**config.mk**
```make
export PLATFORM = sky130hd
export DESIGN_NAME = mips_multicycle_controller
export DESIGN_NICKNAME = d
export VERILOG_FILES = /design/src/rtl/mips_ctrl_pkg.sv /design/src/rtl/mips_multicycle_controller_alu_decoder.sv /design/src/rtl/mips_multicycle_controller.sv
export SDC_FILE = /design/constraint.sdc
export NUM_CORES = 1
export LEC_CHECK = 0
export BUFFER_PORTS_ARGS = -buffer_cell sky130_fd_sc_hd__buf_2
export CORE_MARGIN = 2
export CORE_UTILIZATION = 35
export CTS_CLUSTER_SIZE = 12
export DETAILED_ROUTE_END_ITERATION = 16
export GPL_ROUTABILITY_DRIVEN = 0
export PLACE_DENSITY = 0.7
export SLEW_MARGIN = 5
export SYNTH_ARGS = -nofsm -noshare
export SYNTH_HDL_FRONTEND = slang
export SYNTH_SLANG_ARGS = --single-unit
```
**constraint.sdc**
```tcl
create_clock -name clk -period 1.9 [get_ports clk]
set_clock_uncertainty 0.1 [all_clocks]
set_input_delay 0.38 -clock clk [delete_from_list [all_inputs] [get_ports clk]]
set_output_delay 0.38 -clock clk [all_outputs]
set_load 0.01 [all_outputs]
```
**src/rtl/mips_ctrl_pkg.sv**
```systemverilog
// Shared types and constants for the multicycle MIPS control unit.
// Holds FSM states, opcode/funct fields, ALUOp and ALUControl codes.
package mips_ctrl_pkg;

  typedef enum logic [3:0] {
    S_FETCH   = 4'd0,
    S_DECODE  = 4'd1,
    S_MEMADR  = 4'd2,
    S_MEMRD   = 4'd3,
    S_MEMWB   = 4'd4,
    S_MEMWR   = 4'd5,
    S_EXECUTE = 4'd6,
    S_ALUWB   = 4'd7,
    S_BRANCH  = 4'd8,
    S_ADDIEX  = 4'd9,
    S_ADDIWB  = 4'd10,
    S_JUMP    = 4'd11
  } state_t;

  localparam logic [5:0] OP_LW    = 6'b100011;
  localparam logic [5:0] OP_SW    = 6'b101011;
  localparam logic [5:0] OP_RTYPE = 6'b000000;
  localparam logic [5:0] OP_BEQ   = 6'b000100;
  localparam logic [5:0] OP_ADDI  = 6'b001000;
  localparam logic [5:0] OP_J     = 6'b000010;

  localparam logic [5:0] FN_ADD = 6'b100000;
  localparam logic [5:0] FN_SUB = 6'b100010;
  localparam logic [5:0] FN_AND = 6'b100100;
  localparam logic [5:0] FN_OR  = 6'b100101;
  localparam logic [5:0] FN_SLT = 6'b101010;

  localparam logic [1:0] ALUOP_ADD   = 2'b00;
  localparam logic [1:0] ALUOP_SUB   = 2'b01;
  localparam logic [1:0] ALUOP_FUNCT = 2'b10;

  localparam logic [2:0] ALU_AND = 3'b000;
  localparam logic [2:0] ALU_OR  = 3'b001;
  localparam logic [2:0] ALU_ADD = 3'b010;
  localparam logic [2:0] ALU_SUB = 3'b110;
  localparam logic [2:0] ALU_SLT = 3'b111;

endpackage

```
**src/rtl/mips_multicycle_controller_alu_decoder.sv**
```systemverilog
// ALU decoder: maps alu_op and funct to the 3-bit ALUControl code.
// Ports: alu_op[1:0], funct[5:0] in; alu_control[2:0] out.
module mips_alu_decoder
  import mips_ctrl_pkg::*;
(
  input  logic [1:0] alu_op,
  input  logic [5:0] funct,
  output logic [2:0] alu_control
);

  always_comb begin
    alu_control = ALU_ADD;
    case (alu_op)
      ALUOP_SUB: alu_control = ALU_SUB;
      ALUOP_FUNCT: begin
        // unknown funct falls back to add
        case (funct)
          FN_ADD:  alu_control = ALU_ADD;
          FN_SUB:  alu_control = ALU_SUB;
          FN_AND:  alu_control = ALU_AND;
          FN_OR:   alu_control = ALU_OR;
          FN_SLT:  alu_control = ALU_SLT;
          default: alu_control = ALU_ADD;
        endcase
      end
      default: alu_control = ALU_ADD;
    endcase
  end

endmodule

```
**src/rtl/mips_multicycle_controller.sv**
```systemverilog
// Multicycle MIPS control unit: Moore FSM plus ALU decoder.
// In: clk, rst_n, opcode, funct, zero. Out: datapath enables/selects.
module mips_multicycle_controller
  import mips_ctrl_pkg::*;
#(
  parameter state_t RESET_STATE = S_FETCH
) (
  input  logic       clk,
  input  logic       rst_n,
  input  logic [5:0] opcode,
  input  logic [5:0] funct,
  input  logic       zero,
  output logic       iord,
  output logic       mem_write,
  output logic       ir_write,
  output logic       reg_dst,
  output logic       mem_to_reg,
  output logic       reg_write,
  output logic       alu_src_a,
  output logic [1:0] alu_src_b,
  output logic [1:0] pc_src,
  output logic       pc_en,
  output logic [2:0] alu_control,
  output logic       instr_done,
  output logic       illegal_op,
  output logic [3:0] state_dbg
);

  state_t     state;
  state_t     state_n;
  logic [1:0] alu_op;
  logic       pc_write;
  logic       branch;
  logic       mem_write_s;
  logic       ir_write_s;
  logic       reg_write_s;
  logic       done_s;
  logic       illegal_s;

  always_ff @(posedge clk or negedge rst_n) begin
    if (!rst_n) state <= RESET_STATE;
    else        state <= state_n;
  end

  always_comb begin
    state_n     = S_FETCH;
    iord        = 1'b0;
    mem_write_s = 1'b0;
    ir_write_s  = 1'b0;
    reg_dst     = 1'b0;
    mem_to_reg  = 1'b0;
    reg_write_s = 1'b0;
    alu_src_a   = 1'b0;
    alu_src_b   = 2'b00;
    pc_src      = 2'b00;
    alu_op      = ALUOP_ADD;
    pc_write    = 1'b0;
    branch      = 1'b0;
    done_s      = 1'b0;
    illegal_s   = 1'b0;
    case (state)
      S_FETCH: begin
        state_n    = S_DECODE;
        alu_src_b  = 2'b01;
        ir_write_s = 1'b1;
        pc_write   = 1'b1;
      end
      S_DECODE: begin
        alu_src_b = 2'b11;
        unique case (1'b1)
          (opcode == OP_LW),
          (opcode == OP_SW):    state_n = S_MEMADR;
          (opcode == OP_RTYPE): state_n = S_EXECUTE;
          (opcode == OP_BEQ):   state_n = S_BRANCH;
          (opcode == OP_ADDI):  state_n = S_ADDIEX;
          (opcode == OP_J):     state_n = S_JUMP;
          default: begin
            state_n   = S_FETCH;
            illegal_s = 1'b1;
          end
        endcase
      end
      S_MEMADR: begin
        state_n   = (opcode == OP_SW) ? S_MEMWR
                                      : S_MEMRD;
        alu_src_a = 1'b1;
        alu_src_b = 2'b10;
      end
      S_MEMRD: begin
        state_n = S_MEMWB;
        iord    = 1'b1;
      end
      S_MEMWB: begin
        mem_to_reg  = 1'b1;
        reg_write_s = 1'b1;
        done_s      = 1'b1;
      end
      S_MEMWR: begin
        iord        = 1'b1;
        mem_write_s = 1'b1;
        done_s      = 1'b1;
      end
      S_EXECUTE: begin
        state_n   = S_ALUWB;
        alu_src_a = 1'b1;
        alu_op    = ALUOP_FUNCT;
      end
      S_ALUWB: begin
        reg_dst     = 1'b1;
        reg_write_s = 1'b1;
        done_s      = 1'b1;
      end
      S_BRANCH: begin
        alu_src_a = 1'b1;
        alu_op    = ALUOP_SUB;
        pc_src    = 2'b01;
        branch    = 1'b1;
        done_s    = 1'b1;
      end
      S_ADDIEX: begin
        state_n   = S_ADDIWB;
        alu_src_a = 1'b1;
        alu_src_b = 2'b10;
      end
      S_ADDIWB: begin
        reg_write_s = 1'b1;
        done_s      = 1'b1;
      end
      S_JUMP: begin
        pc_src   = 2'b10;
        pc_write = 1'b1;
        done_s   = 1'b1;
      end
      default: state_n = S_FETCH;
    endcase
  end

  // strobes are held off while reset is low
  assign mem_write  = rst_n & mem_write_s;
  assign ir_write   = rst_n & ir_write_s;
  assign reg_write  = rst_n & reg_write_s;
  assign instr_done = rst_n & done_s;
  assign illegal_op = rst_n & illegal_s;
  assign pc_en      = rst_n &
                      (pc_write | (branch & zero));
  assign state_dbg  = state;

  mips_alu_decoder u_alu_dec (
    .alu_op      (alu_op),
    .funct       (funct),
    .alu_control (alu_control)
  );

endmodule

```
After elaboration in Yosys (flattened, before gate mapping). Index checks and enable logic that the tools add are counted.

Register bits after elaboration: 4. Input port bits: 15. Output and inout port bits: 21. Word-level logic and storage cells: 61.

Equal/unequal tests: 22. Multiplexer cells: 20. Bitwise logic cells: 8. Reductions and logical operators: 10.

Operators by type and width (count): $eq 6x6->1 const B (6); $pmux 4 s6 (1); $pmux 4 s5 (1); $eq 4x3->1 const B (4); $eq 4x4->1 const B (4); $mux 1 (12); $pmux 3 s4 (1); $reduce_or 6->1 (2); $eq 4x2->1 const B (2); $pmux 2 s2 (2); $reduce_or 2->1 (4); $and 1x1->1 (7); $eq 6x2->1 const B (1); $eq 6x3->1 const B (1); $eq 6x4->1 const B (1); $logic_not 6->1 (1); $pmux 2 s3 (1); $pmux 3 s2 (1); $eq 4x1->1 const B (1); $logic_not 4->1 (1); $reduce_or 4->1 (1); $mux 3 (1); $reduce_or 3->1 (1); $eq 2x1->1 const B (1); other kinds (2) (2).

Depth between registers and ports, before layout. Gate-level depths: netlist of run 1.

Word-level depth: 5. Mapped depth: 8. Mapped depth without buffers: 7.

By module. Synthesis of run 1 repeated with hierarchy kept, for this count alone.

Cells, all modules: 85. Area total of the unflattened synthesis: 619.3 um^2.

By module, submodules not included: mips_multicycle_controller (instances 1, cells each 70, area each 500.5 um^2, seq. area each 100.1 um^2); mips_alu_decoder (instances 1, cells each 15, area each 118.9 um^2, seq. area each 0.0 um^2).

Worst setup path after synthesis of run 1. No wires, ideal clock.

Path type: flip-flop to output port. Start: register state[2], in the netlist state_dbg[2]. End: output alu_control[0]. Arrival: 1622 ps. Data required time: 1420 ps. Path slack: -202 ps. Cell stages (with the launch flop): 7. Buffers on the path: 1. Cells stage by stage: dfrtp_1 > buf_1 > nand2_1 > nor2_1 > ha_1 > nand2b_1 > a21oi_1.

Longest elaborated chain between the ends: 4. Elaborated cells between the ends (all ways): 6. Classes of those cells: eq/ne (4); mux (2).

RTL lines: start, declared (RTL line mips_multicycle_controller.sv:29) `state_t state;`; start signal, assigned (RTL line mips_multicycle_controller.sv:42) `else state <= state_n;`; $eq 4x4->1 / $eq 4x3->1 (equally long branches) (RTL line mips_multicycle_controller.sv:61) `case (state)`; $pmux 2 s2 (*) (RTL line mips_multicycle_controller.sv:61); $eq 2x2->1 / $eq 2x1->1 (equally long branches) (RTL line mips_multicycle_controller_alu_decoder.sv:13) `case (alu_op)`; $pmux 3 s2 (*) (RTL line mips_multicycle_controller_alu_decoder.sv:13); end, declared (RTL line mips_multicycle_controller.sv:23) `output logic [2:0] alu_control,`.

Every way passes the cells marked *; elsewhere a longest branch is shown, timed or not.

Worst setup path after layout of run 1.
Start: register state[0], in the netlist state_dbg[0]. End: output alu_control[0].

The elaborated chain is that of the path after synthesis.

==> results of run 1 <==
==> logic make-up (layout without fill, tap and decap cells) <==
logic type	after synthesis	after routing	share of synthesized area, %
AOI/OAI and AO/OA	19	19	24.89
xor gates and xnor gates	3	3	4.507
adders and majority gates	2	2	4.291
and+or+nand+nor	44	44	42.06
DFF	4	4	17.17
buffers and inverters	11	69	7.082
==> synthesized netlist by cell type <==
master	number	area, µm²
o21ai_0	4	20.02
inv_1	7	26.28
buf_1	1	3.750
nor3b_1	3	22.52
nand2_1	5	18.77
dfrtp_1	4	100.1
xnor2_1	2	17.52
a211o_1	2	17.52
xor2_1	1	8.760
and3b_1	1	8.760
o31a_1	1	8.760
nor3_1	5	25.02
a21oi_1	3	15.01
a221oi_1	1	8.760
nor4b_1	2	17.52
nand2b_1	4	25.02
a2bb2oi_1	1	8.760
nand3_1	3	15.01
a2111oi_2	1	15.01
a41oi_1	1	8.760
clkbuf_1	3	11.26
nor4_1	1	6.260
or4_1	1	7.510
nor2_1	10	37.54
nand4_1	2	12.51
or3_1	1	6.260
a311oi_1	1	8.760
a211oi_1	1	7.510
and3_1	1	6.260
o41a_1	1	11.26
o211ai_1	2	15.01
ha_1	2	25.02
nor2b_1	4	25.02
or4_4	1	11.26
==> worst paths after layout <==
check / start / endpoint / slack [ns] / cells past startpoint
min in group asynchronous: rst_n / state_dbg[3]$_DFF_PN0_ / 0.50 / 3
worst min register to register: state_dbg[2]$_DFF_PN0_ / state_dbg[1]$_DFF_PN0_ / 0.68 / 3
worst max-delay path: state_dbg[0]$_DFF_PN0_ / alu_control[0] / -0.18 / 7
worst min-delay path: opcode[4] / state_dbg[0]$_DFF_PN0_ / 0.41 / 4
max in group asynchronous: rst_n / state_dbg[1]$_DFF_PN0_ / 1.08 / 3
worst max register to register: state_dbg[0]$_DFF_PN0_ / state_dbg[2]$_DFF_PN0_ / 0.25 / 6
==> metal layers <==
metal  vias to the layer above  track usage (%)  wire length (µm)
met4                         0            5.294                32
met2                        39            42.61              1336
met3                         2                0               104
met5                         -                0                 0
met1                       435            24.08               977
li1                        422                -                 -
==> repair_timing <==
item | in CTS | in global routing
setup buffers | 8 | 2
pin swaps | 4 | 8
hold buffers | 1 | 0
resized for setup | 24 | 21
hold endpoints to repair | 4 | 0
endpoints found under the setup margin | 8 | 11
==> power breakdown <==
group | total [mW] | switching, mW | internal (mW) | leakage, nW
sequential | 0.152 | 0.0384 | 0.114 | 0.0488
combinational | 0.952 | 0.468 | 0.483 | 0.478
clock | 0.115 | 0.0357 | 0.0789 | 0.0150
total | 1.22 | 0.543 | 0.676 | 0.542
==> critical path, cell delays in order, from the launching register on <==
cell      delay [ns]
dfrtp_2         0.41
buf_6           0.12
nor2_4          0.13
nand2b_4        0.07
ha_4            0.24
nand2b_4        0.13
a21oi_2         0.10
buf_2           0.15
==> area by class of cell <==
cell class / instances / area, µm² / area share [%]
Tap cell: 16 / 20.02 / 1.715
Timing Repair Buffer: 58 / 400.4 / 34.30
Sequential cell: 4 / 103.9 / 8.896
Inverter: 7 / 28.78 / 2.465
Clock buffer: 4 / 26.28 / 2.251
Multi-Input combinational cell: 68 / 588.1 / 50.38
==> impl_metrics.yaml, run 1 <==
detailed_routing:
  vias_per_cell: 5.720
  routed_wl_um: 2451
  postRouteAntennaNets: 0
  drt_iter0_markers: 29
  wl_per_cell_um: 15.61
  first_pass_iters: 4
  drc: 0
  vias: 898
floorplan:
  ios: 36
  fp-row-count: 14
  die_w_um: 44.82
  coreArea_mm2: 0.001541
  die_area_mm2: 0.002008
  dieHeight_um: 44.82
  start_util_pct: 37.82
timing:
  drv_slew: 0
  rsz0062_at_grt: "true"
  fin_ws_ns: -0.1779
  timing.fmax_mhz: 481.2
  finalHoldViolCount: 0
  holdWs_ns: 0.4071
  finalSetupViolCount: 8
  max_slew_margin_pct: 78.39
  fin_tns_setup_ns: -0.9415
  timing.final.crit_share_pct: 109.4
  period_minus_slack_ns: 2.078
  tightest_slew_ns: 0.3196
synthesis:
  syn-cell-area_um2: 583.1
  syn_nets: 100
  synth_seq_cells: 4
  yosysSeqAreaShare_pct: 17.17
  ys_types: 34
  syn_area_per_cell_um2: 7.025
  synthCells: 83
  ys_warn_count: 0
cells_and_area:
  final_cells: 157
  final_cell_area_mm2: 0.001167
  num_antenna_cells: 0
  n_fill_cell: 108
  final_util_pct: 75.73
  synthToLayoutAreaGrowth_pct: 100.2
  drive_above_1_share_pct: 62.41
  final_cell_mix: "buf_2, buf_4, nor2_1"
  largest_reg_flops: 4
  final_common_cell: "buf_2"
  nNetsFinal: 159
placed_design:
  post-place-ws_ns: 0.01490
  placed_area_um2: 860.8
  dp_hpwl_um: 1466
  port_buffers: 35
  placed_cells: 142
clocking:
  numCtsBuffers: 3
  htreeDepth: 1
  path_clk_slew_ns: 0.05
  root_buffer: "clkbuf_4"
  cts.sinks: 4
  cts_max_path_buffers: 2
  worst_skew_pair.late_latency_ns: 0.23
  cts_tree: "yes"
grt:
  grt_usage_pct: 21.04
  antenna_found_initial: 0
  grt_pass1_wl_um: 3180
  grt_max_degree: 13
  grt.overflow.total: 0
  grt_pass1_vias: 776
status:
  status: "finished with violations"
  violations: "setup timing"
setup_path:
  critPathCaptureType: "output port"
  crit_type: "reg2out"
  cp_max_fo: 3
  cp.required_ns: 1.42
  critPathLaunchType: "flip-flop"
  arrival_ns: 1.60
pwr:
  max-vdd-ir-drop_v: 0.0007004
  p_leak_nw: 0.5417
  power_mw: 1.219
  powerDensity_mw_per_mm2: 1044
flow_run:
  maxCapViolations: 0
min_path:
  hold_class: "in2reg"
No activity file was read; power rests on OpenSTA's default activity.
==> inputs of run 2 (changes only) <==
Settings changed: PLACE_DENSITY 0.7 to 0.69, SYNTH_HIERARCHICAL set to 1.
==> run 2 against run 1 <==
  * Worst setup slack lost 0.13 ns
  * Synthesized cell count grew 2.4%
  * Largest power group unchanged
  * Die area grew 5.7%
  * Global-route usage grew 3.6 points
  * Sequential share of layout area shrank 0.48 points
  * The run still ends with setup timing left
  * Utilization shrank 3.6 points
  * First-iteration DRC count shrank 72%
  * Via count shrank 1.4%
==> impl_metrics.yaml, run 2 <==
detailed_routing:
  postRouteAntennaNets: 0
  first_pass_iters: 4
  vias: 885
  vias_per_cell: 5.497
  wl_per_cell_um: 15.14
  drt_iter0_markers: 8
  drc: 0
  routed_wl_um: 2438
placed_design:
  placed_area_mm2: 0.001017
  placed_cells: 150
  dp_hpwl_um: 1594
  port_buffers: 35
min_path:
  holdPathStages: 4
  hold_class: "in2reg"
synthesis:
  ys_types: 41
  yosys.area_share.simple_pct: 44.44
  synthCells: 85
  synth_ff_type: "dfrtp_1"
  synth-adder-area-share_pct: 4.040
  synthArstFlopShare_pct: 100.0
  syn-cell-area_um2: 619.3
  synth_seq_cells: 4
  synth_top_family_by_area: "simple AND/OR/NAND/NOR gates"
  yosysTopAreaCellShare_pct: 16.16
  synth_compound_area_share_pct: 21.82
  ys_warn_count: 6
  synthTopCellsByArea: "dfrtp_1, nor3_1, nor4b_1"
  syn_area_per_cell_um2: 7.286
  synthTopCellsByCount: "nor2_1, nor3_1, inv_1, a21oi_1, clkbuf_1"
  yosys.cell_count.top_type: "nor2_1"
  synth-edff-count: 0
  synthMuxAreaShare_pct: 0
  synthXorXnorAreaFrac_pct: 4.242
  yosysSeqAreaShare_pct: 16.16
  synth_top_area_cell: "dfrtp_1"
  syn_nets: 102
grt:
  grt_pass1_wl_um: 3746
  grt_pass1_vias: 852
  grt.overflow.total: 0
  grt_max_degree: 10
  grt_usage_pct: 24.62
  antenna_found_initial: 0
timing:
  finalHoldViolCount: 0
  max_slew_margin_pct: 76.35
  drv_slew: 0
  timing.final.crit_share_pct: 116.1
  fin_ws_ns: -0.3068
  timing.fmax_mhz: 453.2
  finalSetupViolCount: 10
  fin_tns_setup_ns: -1.802
  rsz0062_at_grt: "true"
  tightest_slew_ns: 0.3498
  period_minus_slack_ns: 2.207
cells_and_area:
  final_util_pct: 72.15
  synthToLayoutAreaGrowth_pct: 96.77
  final_cell_area_mm2: 0.001219
  final_cell_mix: "buf_2, buf_4, nor2_1, buf_6, inv_1"
  num_antenna_cells: 0
  nNetsFinal: 163
  final_cells: 161
  n_fill_cell: 132
  largest_reg_flops: 4
  final_common_cell: "buf_2"
  drive_above_1_share_pct: 69.44
floorplan:
  die_w_um: 46.07
  die_area_mm2: 0.002122
  fp-row-count: 15
  coreArea_mm2: 0.001689
  ios: 36
  dieHeight_um: 46.07
  start_util_pct: 36.67
clocking:
  worst_skew_pair.late_latency_ns: 0.24
  numCtsBuffers: 3
  root_buffer: "clkbuf_4"
  cts.sinks: 4
  path_clk_slew_ns: 0.04
  cts_max_path_buffers: 2
  cts_tree: "yes"
  htreeDepth: 1
status:
  violations: "setup timing"
  status: "finished with violations"
pwr:
  max-vdd-ir-drop_v: 0.0006688
  internal_power_uw: 634.0
  switching_share_pct: 44.81
  p_seq_share_pct: 13.4
  clockPowerShare_pct: 9.6
  p_leak_nw: 0.5516
  power_switching_uw: 514.8
  pwr-share-comb_pct: 77.0
  powerDensity_mw_per_mm2: 942.7
setup_path:
  r2r_cells: 6
  critPathLaunchType: "flip-flop"
  cp.required_ns: 1.42
  crit_type: "reg2out"
  critPathCaptureType: "output port"
  rrSetupSlack_ns: 0.30
  cp_max_fo: 4
  arrival_ns: 1.73
flow_run:
  maxCapViolations: 0
## run 2: path summary, 6_finish.rpt
path | startpoint | to
setup / recovery | state_dbg[0]$_DFF_PN0_ | alu_control[0]
hold / removal | opcode[2] | state_dbg[1]$_DFF_PN0_
setup reg to reg | state_dbg[0]$_DFF_PN0_ | state_dbg[2]$_DFF_PN0_
hold reg to reg | state_dbg[3]$_DFF_PN0_ | state_dbg[0]$_DFF_PN0_
max in group asynchronous | rst_n | state_dbg[3]$_DFF_PN0_
min in group asynchronous | rst_n | state_dbg[2]$_DFF_PN0_
## run 2: critical path: stages, from the launching register on
cell and delay (ns):
dfrtp_1 0.42, buf_12 0.15, nor3_4 0.18, inv_2 0.06, ha_4 0.23, nand4bb_4 0.21, a21oi_2 0.11, buf_2 0.13
## run 2: stage by stage
stage	power, mW	setup WS, ns	hold slack, ns
2_1_floorplan	0.5154	-0.1430	-0.01559
3_3_place_gp	0.7649	-0.08563	0.1785
3_5_place_dp	0.7781	-0.1015	0.1916
4_1_cts	1.063	-0.2890	0.4513
5_1_grt	1.206	-0.3554	0.5184
6_report	1.149	-0.3068	0.4544
## run 2: logic make-up (layout without fill, tap and decap cells)
| group | count (synthesis) | in the layout |
|---|---|---|
| buf+inv | 14 | 73 |
| fa+ha+maj | 2 | 2 |
| xor+xnor | 3 | 3 |
| simple gates | 43 | 43 |
| flops | 4 | 4 |
| compound gates | 19 | 19 |
## run 2: layout make-up
class	count	area [µm²]	share of cell area (%)
tap	17	21.27	1.745
inverter	6	22.52	1.848
timing repair buffer	64	430.4	35.32
multi-input combinational	67	619.3	50.82
clock buffer	3	22.52	1.848
sequential	4	102.6	8.419
## run 2: power groups by stage
stage | sequential, mW | combinational (mW) | clock [mW]
final | 0.154 | 0.885 | 0.110
after floorplan | 0.136 | 0.379 | 0
after CTS | 0.143 | 0.809 | 0.110
after global routing | 0.155 | 0.938 | 0.113
after detailed placement | 0.141 | 0.637 | 0
after global placement | 0.139 | 0.626 | 0
## run 2: metal layers
layer  up-vias  wire length, µm  track usage, %
li1        434                -               -
met1       415             1012           28.23
met2        28             1303           45.83
met3         8               68           1.569
met4         0               54           10.86
met5         -                0               0
## run 2: timing repair
action,in CTS,in global routing
pin swaps,4,3
endpoints found under the hold margin,4,0
gates resized for setup,21,10
hold buffers,1,0
buffers inserted,7,0
setup endpoints to repair,10,12
==> inputs of run 3 (changes only) <==
Settings changed: CORE_MARGIN 2 to 5.
==> run 3 against run 2 <==
  * The run still ends with setup timing left
  * Highest routed layer unchanged
  * Worst setup slack improved by 0.041 ns
  * Clock power increased by 7%
  * Cell area increased by 4.0%
==> impl_metrics.yaml, run 3 (synthesis results as in run 2) <==
setup_path:
  path_cells: "buf_6, nor3_4, inv_2, ha_4, nand4bb_4, o22ai_2, buf_2"
  critPathSlowestCell: "dfrtp_1"
  rr_startpoint: "state_dbg[1]$_DFF_PN0_"
  arrival_ns: 1.69
  r2r_end: "state_dbg[0]$_DFF_PN0_"
  cp_num_buf_inv: 3
  cp_max_fo: 4
  path_delay_family: "flip-flops"
  rrSetupSlack_ns: 0.21
  critPathCaptureType: "output port"
  cp.required_ns: 1.42
  critPathLaunchType: "flip-flop"
  cpPeakStageDelay_ns: 0.39
  setup.worst_path.start: "state_dbg[0]$_DFF_PN0_"
  r2r_cells: 5
  crit_type: "reg2out"
clocking:
  cts_max_path_buffers: 2
  htreeDepth: 1
  numCtsBuffers: 3
  cts.sinks: 4
  worst_skew_pair.late_latency_ns: 0.25
  root_buffer: "clkbuf_4"
  path_clk_slew_ns: 0.04
  cts_tree: "yes"
detailed_routing:
  drt_iter0_markers: 26
  first_pass_iters: 4
  postRouteAntennaNets: 0
  routed_wl_um: 2559
  wl_per_cell_um: 15.23
  vias_per_cell: 5.399
  drc: 0
  vias: 907
timing:
  rsz0062_at_grt: "true"
  tightest_slew_ns: 0.4447
  fin_ws_ns: -0.2658
  finalHoldViolCount: 0
  timing.fmax_mhz: 461.7
  fin_tns_setup_ns: -1.337
  drv_slew: 0
  finalSetupViolCount: 9
  period_minus_slack_ns: 2.166
  timing.final.crit_share_pct: 114.0
  max_slew_margin_pct: 69.94
placed_design:
  port_buffers: 35
  placed_area_mm2: 0.001030
  dp_hpwl_um: 1713
flow_run:
  maxCapViolations: 0
floorplan:
  coreArea_mm2: 0.001708
  fp-row-count: 15
  die_area_mm2: 0.002711
  dieHeight_um: 52.07
  die_w_um: 52.07
  start_util_pct: 36.26
  ios: 36
grt:
  grt_pass1_wl_um: 4105
  grt_max_degree: 14
  grt_pass1_vias: 878
  grt.overflow.total: 0
  grt_usage_pct: 20.63
  antenna_found_initial: 0
pwr:
  powerDensity_mw_per_mm2: 920.5
  power_mw: 1.167
  max-vdd-ir-drop_v: 0.0006957
  p_leak_nw: 0.5721
cells_and_area:
  drive_above_1_share_pct: 69.23
  largest_reg_flops: 4
  final_util_pct: 74.21
  num_antenna_cells: 0
  final_cell_area_mm2: 0.001267
  final_common_cell: "buf_2"
  nNetsFinal: 162
  synthToLayoutAreaGrowth_pct: 104.6
  final_cell_mix: "buf_2, buf_4, nor2_1"
min_path:
  holdPathStages: 4
  holdPathEnd: "state_dbg[0]$_DFF_PN0_"
  hold_class: "in2reg"
  min_from: "opcode[4]"
status:
  violations: "setup timing"
  status: "finished with violations"
## run 3: cell types whose count changed in the layout (fill, tap and decap cells not counted), sizes merged
| cell | delta |
|---|---|
| buf | -2 |
| clkbuf | +1 |
## run 3: power by group
group	internal [mW]	switching [mW]	leakage [nW]
clock network	0.0714	0.0461	0.0138
registers	0.110	0.0327	0.0499
logic	0.449	0.458	0.508
## run 3: worst min-delay path, cell delays in order
cell and delay [ns]:
buf_2 0.11, or4_4 0.12, or3_1 0.11, a221oi_2 0.06
## run 3: worst max-delay path by stage
stage	to	slack [ns]	depth (start not counted)
floorplan	alu_control[0]	-0.14	7
finish	alu_control[2]	-0.27	7
global route	alu_control[2]	-0.35	7
detailed placement	illegal_op	-0.10	5
global placement	illegal_op	-0.05	5
CTS	alu_control[2]	-0.27	7
## run 3: cell type report
cell class / count / area [µm²]
multi-input cells: 67 / 645.6
repair buffers: 63 / 435.4
clock buffers: 3 / 22.52
inverters: 6 / 30.03
fillers: 131 / 440.4
well taps: 25 / 31.28
flip-flops and latches: 4 / 102.6
## run 3: timing repair
| item | 4_1_cts | 5_1_grt |
|---|---|---|
| hold buffers | 1 | 0 |
| setup buffers | 3 | 1 |
| gates cloned | 0 | 1 |
| endpoints found under the hold margin | 4 | 0 |
| pin swaps | 4 | 8 |
| endpoints found under the setup margin | 12 | 12 |
| gates resized for setup | 29 | 11 |
## run 3: metal layers
layer | share of wire [%] | GRT usage (%) | wire, µm | up-vias
met5 | 0 | 0 | 0 | -
met4 | 2.9 | 10.48 | 74 | 0
met3 | 5.2 | 0.8596 | 132 | 11
met2 | 52 | 38.70 | 1331 | 39
met1 | 40 | 23.14 | 1020 | 423
li1 | - | - | - | 434
## run 3: stage by stage
| step | setup WS [ns] | hold slack [ns] | cells |
|---|---|---|---|
| after global placement | -0.05456 | 0.1785 | 160 |
| final | -0.2658 | 0.4666 | 168 |
| after CTS | -0.2663 | 0.4671 | 166 |
| after global routing | -0.3545 | 0.5010 | 168 |
| after floorplan | -0.1430 | -0.01559 | 85 |
| after detailed placement | -0.1024 | 0.1809 | 160 |
